$ cat src/rtl/demux_2_4_2.sv
// demux_2_4_2: 1-to-4 demultiplexer built from four one-entry output buffers.
// A word on i is steered to channel `select` and held there until sink k takes it.
// Optional per-channel 8-bit accept counters are present when DEMUX_CNT_EN is defined.

// One output channel: a single-entry buffer (EMPTY / FULL) plus its optional counter.
module demux_2_4_2_chan #(
  parameter int WIDTH = 8
) (
  input  logic             clock,
  input  logic             reset,
  input  logic             load_i,
  input  logic             drain_i,
  input  logic [WIDTH-1:0] data_i,
  output logic [WIDTH-1:0] data_o,
`ifdef DEMUX_CNT_EN
  output logic [7:0]       cnt_o,
`endif
  output logic             vld_o
);

  logic [WIDTH-1:0] data_q, data_d;
  logic             vld_q, vld_d;

  // A load always wins over a drain at the same edge, so the channel stays FULL
  // with the new word; data is kept when not loaded so EMPTY holds the last word.
  always_comb begin
    data_d = data_q;
    vld_d  = vld_q & ~drain_i;
    if (load_i) begin
      data_d = data_i;
      vld_d  = 1'b1;
    end
  end

  // Buffer state register; reset clears both the word and its valid flag.
  always_ff @(posedge clock or posedge reset) begin
    if (reset) begin
      data_q <= '0;
      vld_q  <= 1'b0;
    end else begin
      data_q <= data_d;
      vld_q  <= vld_d;
    end
  end

  assign data_o = data_q;
  assign vld_o  = vld_q;

`ifdef DEMUX_CNT_EN
  logic [7:0] cnt_q, cnt_d;

  // Count accepts into this channel; wraps naturally at 8 bits, drains ignored.
  always_comb begin
    cnt_d = cnt_q;
    if (load_i) cnt_d = cnt_q + 8'd1;
  end

  // Counter register.
  always_ff @(posedge clock or posedge reset) begin
    if (reset) cnt_q <= '0;
    else       cnt_q <= cnt_d;
  end

  assign cnt_o = cnt_q;
`endif

endmodule

module demux_2_4_2 #(
  parameter int WIDTH = 8
) (
  input  logic             clock,
  input  logic             reset,
  input  logic [1:0]       select,
  input  logic [WIDTH-1:0] i,
  input  logic             i_valid,
  output logic             i_ready,
  output logic [WIDTH-1:0] o0,
  output logic [WIDTH-1:0] o1,
  output logic [WIDTH-1:0] o2,
  output logic [WIDTH-1:0] o3,
  output logic [3:0]       o_valid,
`ifdef DEMUX_CNT_EN
  output logic [31:0]      cnt,
`endif
  input  logic [3:0]       o_ready
);

  localparam int NUM_CH = 4;

  logic [NUM_CH-1:0][WIDTH-1:0] data_w;
  logic [NUM_CH-1:0]            load;
  logic [NUM_CH-1:0]            drain;
  logic                         accept;
`ifdef DEMUX_CNT_EN
  logic [NUM_CH-1:0][7:0]       cnt_w;
`endif

  // The selected channel can take a word if it is empty or being drained this cycle.
  assign i_ready = ~o_valid[select] | o_ready[select];
  assign accept  = i_valid & i_ready;
  assign drain   = o_valid & o_ready;

  // One-hot load strobe towards the selected channel.
  always_comb begin
    load = '0;
    if (accept) load[select] = 1'b1;
  end

  for (genvar g = 0; g < NUM_CH; g++) begin : g_ch
    demux_2_4_2_chan #(.WIDTH(WIDTH)) u_chan (
      .clock   (clock),
      .reset   (reset),
      .load_i  (load[g]),
      .drain_i (drain[g]),
      .data_i  (i),
      .data_o  (data_w[g]),
`ifdef DEMUX_CNT_EN
      .cnt_o   (cnt_w[g]),
`endif
      .vld_o   (o_valid[g])
    );
  end

  assign o0 = data_w[0];
  assign o1 = data_w[1];
  assign o2 = data_w[2];
  assign o3 = data_w[3];

`ifdef DEMUX_CNT_EN
  // Channel k lands in bits [8k+7:8k].
  assign cnt = cnt_w;
`endif

endmodule

$ cat config.mk
export PLATFORM = sky130hd
export DESIGN_NAME = demux_2_4_2
export DESIGN_NICKNAME = d
export VERILOG_FILES = /design/src/rtl/demux_2_4_2.sv
export SDC_FILE = /design/constraint.sdc
export NUM_CORES = 1
export LEC_CHECK = 0
export CORE_MARGIN = 3
export CORE_UTILIZATION = 40
export DETAILED_ROUTE_END_ITERATION = 12
export PLACE_DENSITY = 0.74
export SLEW_MARGIN = 20
export SYNTH_ARGS = -nofsm -noshare
export SYNTH_HDL_FRONTEND = slang
export SYNTH_HIERARCHICAL = 1
export SYNTH_SLANG_ARGS = --single-unit
$ cat constraint.sdc
create_clock -name clock -period 1.5 [get_ports clock]
set_input_delay 0.225 -clock clock [delete_from_list [all_inputs] [get_ports clock]]
set_output_delay 0.225 -clock clock [all_outputs]
set_load 0.03 [all_outputs]
==> key figures <==
Timing
  • Count of pins over their slew limit: 0
  • Fmax: 0.6281 GHz
  • Fin. Hold Viols: 0
  • Tmin final: 1.592 ns
  • Post-route clock period utilization: 106.1%
  • Final setup viols: 1
  • Slew @ Worst Pin: 0.3893 ns
  • Clock skew: 0.006454 ns
  • RSZ-0062 raised after global routing: yes
  • Final WS setup: -0.09199 ns
  • Slew HR: between 70 and 80%

Finish
  • Layout cells sized above 1: 38.65%
  • Storage cell area: 902.1 µm²
  • FILL cells: approximately 290
  • Commonest non-fill, non-tap cells in the layout: dlygate4sd2_1 (41), dfrtp_1 (35), mux2_4 (32)
  • Multi-input gate area: approximately 670 µm²
  • Final Core Density: 62.01%
  • Commonest non-fill, non-tap cell in the layout: dlygate4sd2_1
  • Diode count: 0
  • Final Cell Area: approximately 0.0023 mm²
  • Nets@finish: 179
  • Layout area overhead: 44.32%

Power
  • Combinational fraction of design power: a little under half
  • Switching power: 1.522 mW
  • Clock network power share: 17.6%
  • Peak VDD IR: 0.0008528 V
  • P_leak: 1.160 nW
  • Total internal power: 2.468 mW
  • Power per cell area: 1706 mW/mm²
  • Net Sw Frac: a little under two fifths
  • Sequential share of power: between 30 and 40%

Drt
  • Via count: 1010
  • Metal2 WL: 1708 µm
  • Initial DRT Pass Iterations: 3
  • Detail Route Antenna Nets: 0
  • Wire length on met3: 235 µm
  • Drt initial violations: 49
  • Uppermost layer routed: met4
  • DR DRC count: 0
  • DR WL/cell: 17.45 µm
  • M1 WL: 1694 µm
  • Via density: 4.787
  • Routed WL: roughly 3700 µm

Placement
  • Placed Area: 0.002277 mm²
  • I/O Buffers: between 50 and 60
  • Dpl hpwl: 2801 µm
  • Gpl congestion: about 0.75

Worst setup path
  • Crit start category: flop
  • CP Data Required Time: 1.27 ns
  • Type of the worst setup path: reg -> out
  • Critical Path End Type: primary output
  • Crit Path Max Fanout: 2
  • WP data arrival: 1.37 ns

Job
  • Max-cap violations: 0

Die
  • Die span in x: 69.65 µm
  • Die area: 0.004850 mm²
  • Die Y: 69.65 µm
  • Starting density of the core: 42.97%
  • Row count: 22
  • I/O pin count: 54
  • Core area: 0.003771 mm²

Logic synthesis
  • FF+latch count, synth: 36
  • Post-synthesis net count: 114
  • Synthesis Warnings: 6
  • Post-synthesis sequential area ratio: between 50% and 60%
  • Syn Std Cell Area: 0.001620 mm²
  • Synth Instances: 97
  • Synth unique cells: 13
  • Syn Area/Cell: 16.70 µm²

Clock tree
  • Clk root buf: clkbuf_8
  • H-tree Lvls: 2
  • Longest Clk Path Bufs: 2
  • CTS tree: done
  • Total CTS buffers: 5
  • CTS Hold Bufs: 0
  • Clock transition at path regs: roughly 0.07 ns
  • Sink Count: 36
  • Clock Latency Late Sink: 0.29 ns

GRT
  • Global Route Usage Sum: 16.28%
  • Grt total ovfl: 0
  • Vias in the first global route: 1106
  • Pin count of the biggest net entering global routing: 12
  • Initial antenna violation count: 0
  • First-pass GRT wire length: 6023 µm

Min path
  • Hold Crit Class: in -> async

Outcome
  • Status: complete, but fails checks
  • Failing checks: setup timing
area by class of cell:
cell class / instances / area share, %
clock buffers: 6 / 3.531
clock inverters: 2 / 0.4280
inverters: 8 / 1.284
multi-input cells: 49 / 28.46
flip-flops and latches: 36 / 38.58
well taps: 48 / 2.568
repair buffers: 62 / 25.15
sequential cells by signal (all words and copies together), names as in the netlist:
name	flops
g_ch.u_chan/vld_o	4
g_ch.u_chan/data_o	32
worst max-delay path, stage by stage (launching register included):
cell      delay [ns]
dfrtp_1         0.40
nand2b_4        0.06
mux4_2          0.47
buf_6           0.15
per-layer routing:
metal  track usage, %  vias to the layer above
met5                0                        -
met4            4.468                        0
met3            6.667                        6
met2            25.42                       38
met1            20.93                      501
li1                 -                      465
power by group through the flow:
stage	Sequential (mW)	Combinational [mW]	Clock, mW
floorplan	2.09	0.553	0
global placement	1.48	2.00	0
detailed placement	1.49	2.03	0
CTS	1.49	1.82	0.721
global route	1.53	1.88	0.774
finish	1.49	1.80	0.702
logic make-up after synthesis:
family	share of synthesized area [%]
AOI/OAI and AO/OA	2.162
DFF	55.60
buffers and inverters	4.633
muxes	31.04
and+or+nand+nor	6.564
synthesized netlist by cell type (all sizes together):
cell type,count,area [µm²]
dfrtp,36,900.9
nand2b,4,40.04
and4b,2,20.02
a21o,4,35.03
and4,1,10.01
nor4bb,1,10.01
mux2,32,480.5
inv,8,30.03
mux4,1,22.52
and2,4,26.28
buf,4,45.04
stage by stage:
| stage | setup slack (ns) | hold slack [ns] | std cells | setup TNS (ns) | total power, mW |
|---|---|---|---|---|---|
| 3_3_place_gp | -0.5590 | 0.4960 | 203 | -6.895 | 3.482 |
| 6_report | -0.09199 | 0.2851 | 211 | -0.09199 | 3.990 |
| 3_5_place_dp | -0.5871 | 0.4919 | 203 | -8.096 | 3.522 |
| 4_1_cts | -0.1283 | 0.2899 | 211 | -0.1283 | 4.030 |
| 5_1_grt | -0.1419 | 0.3285 | 211 | -0.1419 | 4.181 |
| 2_1_floorplan | 0.01458 | 0.05292 | 97 | 0 | 2.640 |
path summary, 6_finish.rpt:
| path | start | endpoint | slack (ns) | cells after the start |
|---|---|---|---|---|
| hold / removal | reset | g_ch[2].u_chan/data_o[0] | 0.29 | 2 |
| setup reg to reg | g_ch[0].u_chan/vld_o | g_ch[0].u_chan/data_o[7] | 0.10 | 4 |
| setup / recovery | g_ch[3].u_chan/vld_o | i_ready | -0.09 | 3 |
| min in group clock | o_ready[1] | g_ch[1].u_chan/vld_o | 0.39 | 4 |
| hold reg to reg | g_ch[1].u_chan/data_o[2] | g_ch[1].u_chan/data_o[2] | 0.51 | 1 |
| max in group asynchronous | reset | g_ch[0].u_chan/vld_o | 0.91 | 2 |
what timing repair did:
action                     4_1_cts  5_1_grt
setup endpoints to repair       45        1
resized for setup               50        2
buffers inserted                 0        0
Power figures use the tool's default switching activity.
